File: src/rtl/fsm_stim_player_if.sv
// rtl/fsm_stim_player_if.sv - player <-> FSM-under-test pin bundle (SW, KEY, LEDR)
interface fsm_stim_player_if;
  logic [1:0] sw;    // drives FSM SW
  logic [1:0] key;   // drives FSM KEY, active-low: [0] reset, [1] button
  logic [1:0] ledr;  // FSM LEDR response

  modport master (output sw, output key, input ledr);
  modport slave  (input sw, input key, output ledr);
endinterface

File: src/rtl/fsm_stim_player.sv
// rtl/fsm_stim_player.sv - scripted SW/KEY stimulus player with LEDR capture; optional self-check via `PLAYER_CHECK_EN
module fsm_stim_player #(
  parameter int                 STEPS    = 4,
  parameter logic [2*STEPS-1:0] SCRIPT   = 8'b10_01_11_00,
  parameter int                 HOLD_CYC = 3,
  parameter int                 GAP_CYC  = 3,
  parameter logic [2*STEPS-1:0] EXP      = '0
) (
  input  logic               CLOCK_125_p,
  input  logic [1:0]         KEY,
  fsm_stim_player_if.master  fsm,
  output logic [2*STEPS-1:0] resp_o,
  output logic [1:0]         LEDR
);

  localparam int MAX_CYC = (HOLD_CYC > GAP_CYC) ? HOLD_CYC : GAP_CYC;
  localparam int CW      = $clog2(MAX_CYC + 1);
  localparam int IW      = (STEPS > 1) ? $clog2(STEPS) : 1;

  localparam logic [CW-1:0] HOLD_LD   = CW'(HOLD_CYC - 1);
  localparam logic [CW-1:0] GAP_LD    = CW'(GAP_CYC - 1);
  localparam logic [IW-1:0] LAST_STEP = IW'(STEPS - 1);

  typedef enum logic [2:0] {
    S_IDLE, S_RST, S_SETUP, S_PRESS, S_SAMPLE, S_DONE
  } state_t;

  logic rst_n;
  assign rst_n = KEY[0];

  logic btn_s1, btn_s2, btn_d;
  logic start;

  state_t            state_q, state_nx;
  logic [CW-1:0]     cnt_q, cnt_nx;
  logic [IW-1:0]     step_q, step_nx;
  logic [1:0]        sw_q, sw_nx;
  logic [1:0]        key_q, key_nx;
  logic [2*STEPS-1:0] resp_q, resp_nx;
  logic [1:0]        ledr_q, ledr_nx;
`ifdef PLAYER_CHECK_EN
  logic              pass_nx;
`endif

  // Start button: two-flop synchronizer, then a registered copy for falling-edge detect.
  always_ff @(posedge CLOCK_125_p or negedge rst_n) begin
    if (!rst_n) begin
      btn_s1 <= 1'b1;
      btn_s2 <= 1'b1;
      btn_d  <= 1'b1;
    end else begin
      btn_s1 <= KEY[1];
      btn_s2 <= btn_s1;
      btn_d  <= btn_s2;
    end
  end

  assign start = btn_d & ~btn_s2;

  // State register plus all registered outputs; nothing reaches a port combinationally.
  always_ff @(posedge CLOCK_125_p or negedge rst_n) begin
    if (!rst_n) begin
      state_q <= S_IDLE;
      cnt_q   <= '0;
      step_q  <= '0;
      sw_q    <= 2'b00;
      key_q   <= 2'b11;
      resp_q  <= '0;
      ledr_q  <= 2'b00;
    end else begin
      state_q <= state_nx;
      cnt_q   <= cnt_nx;
      step_q  <= step_nx;
      sw_q    <= sw_nx;
      key_q   <= key_nx;
      resp_q  <= resp_nx;
      ledr_q  <= ledr_nx;
    end
  end

  // Next state and next output values; the counter is reloaded on every phase entry.
  always_comb begin
    state_nx = state_q;
    cnt_nx   = cnt_q;
    step_nx  = step_q;
    sw_nx    = sw_q;
    key_nx   = 2'b11;
    resp_nx  = resp_q;
`ifdef PLAYER_CHECK_EN
    pass_nx  = ledr_q[1];
`endif
    case (state_q)
      S_IDLE, S_DONE: begin
        if (start) begin
          state_nx = S_RST;
          cnt_nx   = HOLD_LD;
          step_nx  = '0;
          resp_nx  = '0;
          key_nx   = 2'b10;
`ifdef PLAYER_CHECK_EN
          pass_nx  = 1'b0;
`endif
        end
      end
      S_RST: begin
        if (cnt_q == '0) begin
          state_nx = S_SETUP;
          cnt_nx   = GAP_LD;
          sw_nx    = SCRIPT[2*int'(step_q) +: 2];
        end else begin
          cnt_nx = cnt_q - 1'b1;
          key_nx = 2'b10;
        end
      end
      S_SETUP: begin
        if (cnt_q == '0) begin
          state_nx = S_PRESS;
          cnt_nx   = HOLD_LD;
          key_nx   = 2'b01;
        end else begin
          cnt_nx = cnt_q - 1'b1;
        end
      end
      S_PRESS: begin
        if (cnt_q == '0) begin
          state_nx = S_SAMPLE;
          cnt_nx   = GAP_LD;
        end else begin
          cnt_nx = cnt_q - 1'b1;
          key_nx = 2'b01;
        end
      end
      S_SAMPLE: begin
        if (cnt_q == '0) begin
          resp_nx[2*int'(step_q) +: 2] = fsm.ledr;
          if (step_q == LAST_STEP) begin
            state_nx = S_DONE;
`ifdef PLAYER_CHECK_EN
            pass_nx  = (resp_nx == EXP);
`endif
          end else begin
            state_nx = S_SETUP;
            cnt_nx   = GAP_LD;
            step_nx  = step_q + 1'b1;
            sw_nx    = SCRIPT[2*int'(step_nx) +: 2];
          end
        end else begin
          cnt_nx = cnt_q - 1'b1;
        end
      end
      default: begin
        state_nx = S_IDLE;
      end
    endcase

    ledr_nx[0] = (state_nx == S_DONE);
`ifdef PLAYER_CHECK_EN
    ledr_nx[1] = pass_nx;
`else
    ledr_nx[1] = (state_nx != S_IDLE) && (state_nx != S_DONE);
`endif
  end

  assign fsm.sw  = sw_q;
  assign fsm.key = key_q;
  assign resp_o  = resp_q;
  assign LEDR    = ledr_q;

endmodule

File: src/flat_wrapper.sv
// flat-port wrapper written by rule: the top's interface ports become plain ports
module fsm_stim_player_flat 
#(
  parameter int                 STEPS    = 4,
  parameter logic [2*STEPS-1:0] SCRIPT   = 8'b10_01_11_00,
  parameter int                 HOLD_CYC = 3,
  parameter int                 GAP_CYC  = 3,
  parameter logic [2*STEPS-1:0] EXP      = '0
)
  (CLOCK_125_p, KEY, resp_o, LEDR, fsm_sw, fsm_key, fsm_ledr);
  fsm_stim_player_if fsm_i ();
  input  logic CLOCK_125_p;
  input  logic [1:0] KEY;
  output logic [2*STEPS-1:0] resp_o;
  output logic [1:0] LEDR;
  output wire logic [$bits(fsm_i.sw)-1:0] fsm_sw;
  output wire logic [$bits(fsm_i.key)-1:0] fsm_key;
  input wire logic [$bits(fsm_i.ledr)-1:0] fsm_ledr;
  assign fsm_sw = fsm_i.sw;
  assign fsm_key = fsm_i.key;
  assign fsm_i.ledr = fsm_ledr;
  fsm_stim_player #(.STEPS(STEPS), .SCRIPT(SCRIPT), .HOLD_CYC(HOLD_CYC), .GAP_CYC(GAP_CYC), .EXP(EXP)) u_core (.CLOCK_125_p(CLOCK_125_p), .KEY(KEY), .fsm(fsm_i), .resp_o(resp_o), .LEDR(LEDR));
endmodule
File: config.mk
export PLATFORM = sky130hd
export DESIGN_NAME = fsm_stim_player_flat
export DESIGN_NICKNAME = d
export VERILOG_FILES = /design/src/rtl/fsm_stim_player_if.sv /design/src/rtl/fsm_stim_player.sv /design/src/flat_wrapper.sv
export SDC_FILE = /design/constraint.sdc
export NUM_CORES = 1
export LEC_CHECK = 0
export ABC_AREA = 1
export CAP_MARGIN = 5
export CORE_ASPECT_RATIO = 1.25
export CORE_MARGIN = 2
export CORE_UTILIZATION = 47
export CTS_CLUSTER_SIZE = 8
export DETAILED_ROUTE_END_ITERATION = 7
export PLACE_DENSITY = 0.8
export SLEW_MARGIN = 20
export SYNTH_ARGS = -nofsm -noshare
export SYNTH_HDL_FRONTEND = slang
export SYNTH_SLANG_ARGS = --single-unit
File: constraint.sdc
create_clock -name CLOCK_125_p -period 1.95 [get_ports CLOCK_125_p]
set_input_delay 0.4875 -clock CLOCK_125_p [delete_from_list [all_inputs] [get_ports CLOCK_125_p]]
set_output_delay 0.4875 -clock CLOCK_125_p [all_outputs]
set_load 0.02 [all_outputs]
==> metrics.cfg, run 1 <==
[cells_and_area]
postLayoutCellArea_um2 = 1710
syn_to_final_growth_pct = 15.7
drive_above_1_share_pct = 11.3
fill_cells = 268
utilization_pct = 57.6
final_nets = 228
n_antenna_cell = 0
ff_latch_area_um2 = 607
multiInputGateArea_um2 = 734

[synthesis]
seq_area_frac_synth_pct = 41.0
netlist_top_cells_area = dfrtp_1 32%, nand2_1 16%, dfstp_2 8.9%
synth.distinct_cells = 21
synth_cells = 193
synth_largest_area_cell = dfrtp_1
synth-seq-cells = 24
ys_warn_count = 0
syn_area_per_cell_um2 = 7.67
synth_top_area_share_pct = 32.1
syn_nets = 207
synth_area_um2 = 1480

[global_routing]
antenna_found_initial = 0
grt_max_degree = 25
grt_pass1_vias = 1131
grt_overflow = 0
gr-usage-all-layers_pct = 17.7
grt_pass1_wl_um = 4810

[critical_path]
crit_type = reg2out
cp-start-kind = flop
cp_cell_sequence = clkdlybuf4s50_1
max_stage_delay_ps = 610
cp.arrival_ps = 1310
critPathSlowestCell = clkdlybuf4s50_1
crit_required_ps = 1460
crit_family = buffers and inverters
path_buf_inv = 1
endpoint_kind = output port
cp_max_fo = 2
reg2reg_depth = 6
cp.depth = 1

[clock_tree]
cts-root-buf = clkbuf_4
cts_setup_buffers = 0
cts_tree = done
clk_path_buf_depth = 2
worstSkewPairLatency_ps = 310
numCtsBuffers = 3
cts.htree.levels = 1
clkTransAtPathRegs_ps = 140
cts.sinks = 24

[sta]
clock.fmax_ghz = 0.558
drv_slew = 0
setup_ws_ps = 157
setup_violations = 0
hold_violations = 0
min_period_ps = 1790
slew_headroom_pct = 79.0
fin_skew_ps = 2.33
worstMarginPinSlew_ps = 314
min_period_over_period_pct = 91.9
fin_setup_tns_ps = 0
rsz0062_at_grt = false
fin_hold_ws_ps = 368

[floorplan]
row_count = 22
design.die.area_um2 = 3620
fp.dieW_um = 54.2
initial_core_util_pct = 49.8
coreArea_um2 = 2970
pin_count = 19
dieHeight_um = 66.7

[power_and_ir_drop]
p_leak_uw = 0.000876
powerDensity_nw_per_um2 = 1330
vdd_drop_max_v = 0.000822

[min_path]
hold_class = reg2reg
holdPathStages = 0

[drt]
firstDrtPassIters = 4
wire_per_inst_um = 11.3
finalWirelength_um = 2830
first_iter_violations = 22
vias = 1272
ant_nets = 0
vias_per_cell = 5.11
drcViolationCount = 0

[outcome]
outcome = finished, final reports clean

[placement]
dp_slack_ps = 228
hpwl_um = 2110
io_buffers = 18
dpl-instance-area_um2 = 1670
gp_congestion = 0.914

[job]
cap_violations = 0

[report_power, final]
part	total (µW)	switching, µW	internal [µW]	leakage, µW
logic	1240	778	463	0.000553
registers	762	106	656	0.000302
clock network	269	155	114	0.0000210
total	2270	1040	1230	0.000876
[sequential cells by signal, indices dropped and copies added, names as in the netlist, 2 cells and up]
register and cells:
u_core.state_q 3, u_core.fsm.sw 2, u_core.step_q 2, u_core.fsm.key 2
u_core.resp_o 8, u_core.LEDR 2, u_core.cnt_q 2
[final timing paths]
path | startpoint | to | slack [ps]
max | u_core.resp_o[1] | resp_o[1] | 160
min | u_core.btn_s1 | u_core.btn_s2 | 370
max reg2reg | u_core.step_q[0] | u_core.resp_o[0] | 190
min reg2reg | u_core.btn_s1 | u_core.btn_s2 | 370
max in group asynchronous | KEY[0] | u_core.btn_d | 1170
min in group asynchronous | KEY[0] | u_core.resp_o[4] | 500
[synth_stat cells]
cell      count
a21oi_1       3
buf_6         5
dfrtp_1      19
dfstp_2       5
ha_1          9
inv_1        21
inv_2         1
nand2_1      63
nand2_2       3
nand2_4       1
nand3_1      17
nand3_2       2
nand4_1      14
nor2_1       19
nor2_4        1
nor3_1        2
o211ai_1      1
o21ai_0       3
o21ai_2       1
or2_2         1
or2_4         2
[metal layers]
layer	up-vias	GRT usage (%)	share of wire, %
met3	6	2.02	5.2
met5	-	0	0
met2	41	30.9	51
met4	0	4.69	0.88
li1	661	-	-
met1	564	22.6	43
[final cells by class]
type,count,area share [%]
sequential,24,35.4
multi-input combinational,142,42.9
timing repair buffer,21,12.1
clock buffer,4,2.12
tap,36,2.63
inverter,22,4.82
[cells in the final DEF, fill, tap and decap left out]
master	instances
nand4_1	14
dfrtp_1	19
buf_4	3
nor2_1	19
o21ai_2	1
nand2_1	63
or2_2	1
nor3_1	2
or2_4	2
dfstp_2	5
nand3_2	2
clkbuf_4	3
inv_1	21
a21oi_1	3
ha_1	9
clkbuf_8	1
nand2_2	3
clkdlybuf4s50_1	16
nand3_1	17
inv_2	1
dlymetal6s2s_1	2
o21ai_0	3
o211ai_1	1
nand2_4	1
nor2_4	1
[kinds of logic (layout without fill, tap and decap cells)]
family / count (synthesis) / count (layout) / synth area share (%)
flip-flops: 24 / 24 / 41.0
buffers and inverters: 27 / 47 / 9.38
AND/OR/NAND/NOR: 125 / 125 / 38.9
adder cells (fa/ha/maj): 9 / 9 / 7.61
AO/OA/AOI/OAI: 8 / 8 / 3.13
[metrics by stage]
stage,std cells,power [µW]
after global routing,249,2470
after detailed placement,245,2010
after CTS,249,2290
after floorplan,193,1700
after global placement,245,2000
final,249,2270
[repair_timing]
action                                  in CTS  in global routing
endpoints found under the setup margin       0                  2
gates resized for setup                      0                  2
hold buffers                                 0                  0
(Power assumes the default switching activity.)
==> inputs of run 2 (changes only) <==
Settings changed: CORE_UTILIZATION 47 to 54, PLACE_DENSITY 0.8 to 0.88.
==> run 2 against run 1 <==
First-iteration DRC count grew 50%. Non-clock buffer count shrank 1. Power grew 2.6%. Largest power group unchanged. Critical path depth is the same. Clock skew grew 8.8 ps. Worst setup slack gained 1.1 ps. Clock power grew 36%. Die area shrank 12%. Fmax is essentially flat. Sequential cell count is the same. Critical endpoint is now resp_o[2]. Combinational power shrank 4%.
==> metrics.cfg, run 2 (synthesized netlist as in run 1, its figures left out) <==
[outcome]
outcome = finished, final reports clean

[power_and_ir_drop]
p_sw_uw = 1030  ; -0.85%
p_leak_uw = 0.000867  ; -1.0%
combPwrFrac_pct = 50.9  ; -3.7 points
powerDensity_nw_per_um2 = 1360  ; +2.7%
pwr-share-seq_pct = 33.4  ; -0.2 points
power.share.clock_pct = 15.6  ; +3.8 points
p_int_uw = 1300  ; +5.6%
switching_share_pct = 44.2  ; -1.6 points
vdd_drop_max_v = 0.00113  ; +37%

[sta]
worstMarginPinSlew_ps = 351  ; +36.3 ps
setup_ws_ps = 158  ; +1.13 ps
min_period_over_period_pct = 91.9  ; about the same
min_period_ps = 1790  ; -1.13 ps
rsz0062_at_grt = false
drv_slew = 0  ; unchanged
fin_setup_tns_ps = 0  ; unchanged
clock.fmax_ghz = 0.558  ; about the same
hold_violations = 0  ; unchanged
slew_headroom_pct = 76.6  ; -2.3 points
fin_hold_ws_ps = 366  ; -2.20 ps
fin_skew_ps = 11.1  ; +8.76 ps
setup_violations = 0  ; unchanged

[min_path]
hold_end = u_core.btn_s2
hold_class = reg2reg
holdPathStages = 0  ; unchanged
min-delay-start = u_core.btn_s1

[critical_path]
path_buf_inv = 1  ; unchanged
r2r-start = u_core.step_q[0]
endpoint_kind = output port
cp-start-kind = flop
r2r-end = u_core.resp_o[0]
crit_type = reg2out
cp_cell_sequence = clkdlybuf4s50_1
crit_family = buffers and inverters
rrSetupSlack_ps = 230  ; +40 ps
crit_required_ps = 1460  ; about the same
critPathSlowestCell = clkdlybuf4s50_1
reg2reg_depth = 6  ; unchanged
cp.depth = 1  ; unchanged
cp_max_fo = 2  ; unchanged
cp.arrival_ps = 1300  ; about the same
max_stage_delay_ps = 600  ; about the same

[clock_tree]
cts.htree.levels = 1  ; unchanged
worstSkewPairLatency_ps = 330  ; +20 ps
clk_path_buf_depth = 2  ; unchanged
numCtsBuffers = 3  ; unchanged
cts_setup_buffers = 0  ; unchanged
cts.sinks = 24  ; unchanged
clkTransAtPathRegs_ps = 140  ; about the same
cts_tree = done
cts-root-buf = clkbuf_4

[cells_and_area]
drive_above_1_share_pct = 10.8  ; -0.42 points
postLayoutCellArea_um2 = 1710  ; about the same
n_antenna_cell = 0  ; unchanged
largest_reg_flops = 8  ; unchanged
layout_commonest_cell = nand2_1
utilization_pct = 64.5  ; +6.9 points
layout_common_cells = 63 x nand2_1, 21 x inv_1, 19 x nor2_1, 19 x dfrtp_1, 17 x nand3_1
syn_to_final_growth_pct = 15.6  ; about the same
final_nets = 227  ; -0.44%

[drt]
first_iter_violations = 33  ; +50%
firstDrtPassIters = 4  ; unchanged
ant_nets = 0  ; unchanged
wire_per_inst_um = 11.4  ; about the same
drcViolationCount = 0  ; unchanged
vias_per_cell = 5.22  ; +2.2%
finalWirelength_um = 2790  ; -1.2%
vias = 1284  ; +0.94%

[global_routing]
grt_pass1_wl_um = 5060  ; +5.2%
grt_overflow = 0  ; unchanged
grt_pass1_vias = 1214  ; +7.3%
grt_max_degree = 25  ; unchanged
antenna_found_initial = 0  ; unchanged
gr-usage-all-layers_pct = 20.4  ; +2.7 points

[placement]
io_buffers = 18  ; unchanged
dp_slack_ps = 265  ; +37.9 ps
dpl-instance-area_um2 = 1660  ; -0.60%
hpwl_um = 2130  ; +0.73%
gp_congestion = 0.856  ; -6.3%

[floorplan]
row_count = 21  ; -4.5%
fp.dieW_um = 50.8  ; -6.2%
design.die.area_um2 = 3180  ; -12%
coreArea_um2 = 2650  ; -11%
pin_count = 19  ; unchanged
initial_core_util_pct = 55.8  ; +6.0 points
dieHeight_um = 62.5  ; -6.3%

[job]
cap_violations = 0  ; unchanged

==> run 2: worst max path at each step <==
stage | from | end | slack, ps
after floorplan | u_core.step_q[0] | u_core.resp_o[0] | 390
after global placement | u_core.step_q[0] | u_core.resp_o[1] | 280
after detailed placement | u_core.step_q[0] | u_core.resp_o[0] | 270
after CTS | u_core.resp_o[2] | resp_o[2] | 140
after global routing | u_core.step_q[0] | u_core.resp_o[0] | 100
final | u_core.resp_o[2] | resp_o[2] | 160
==> run 2: metal layers <==
metal  vias to the layer above  wire length, µm  global-route usage, %  part of all wire, %
li1                        655                -                      -                    -
met1                       580             1210                   25.1                   43
met3                         7              142                   2.39                  5.1
met2                        42             1370                   33.7                   49
met5                         -                0                      0                    0
met4                         0               72                   12.2                  2.6
==> run 2: per-stage QoR <==
step           std cells  total power, µW
2_1_floorplan        193             1700
3_3_place_gp         242             1960
3_5_place_dp         242             1990
4_1_cts              246             2350
5_1_grt              246             2550
6_report             246             2330
==> run 2: what timing repair did <==
| action | in CTS | in global routing |
|---|---|---|
| hold buffers | 0 | 0 |
| gates resized for setup | 2 | 0 |
| setup endpoints to repair | 2 | 0 |
==> run 2: layout make-up <==
class                      count  area (µm²)
fill                         252         942
clock buffer                   3        22.5
clock inverter                 1        30.0
multi-input combinational    142         734
tap                           34        42.5
sequential                    24         607
timing repair buffer          20         193
inverter                      22        82.6
==> run 2: power groups by stage <==
stage	logic, µW	clock network [µW]	registers [µW]
after floorplan	860	0	840
after global placement	1170	0	784
after detailed placement	1200	0	790
after CTS	1200	373	778
after global routing	1360	389	799
final	1190	365	779
==> inputs of run 3 (changes only) <==
Settings changed: CAP_MARGIN 5 to 20.
==> results of run 3 <==
The final DEF is identical to that of run 2; final timing and power are the same.
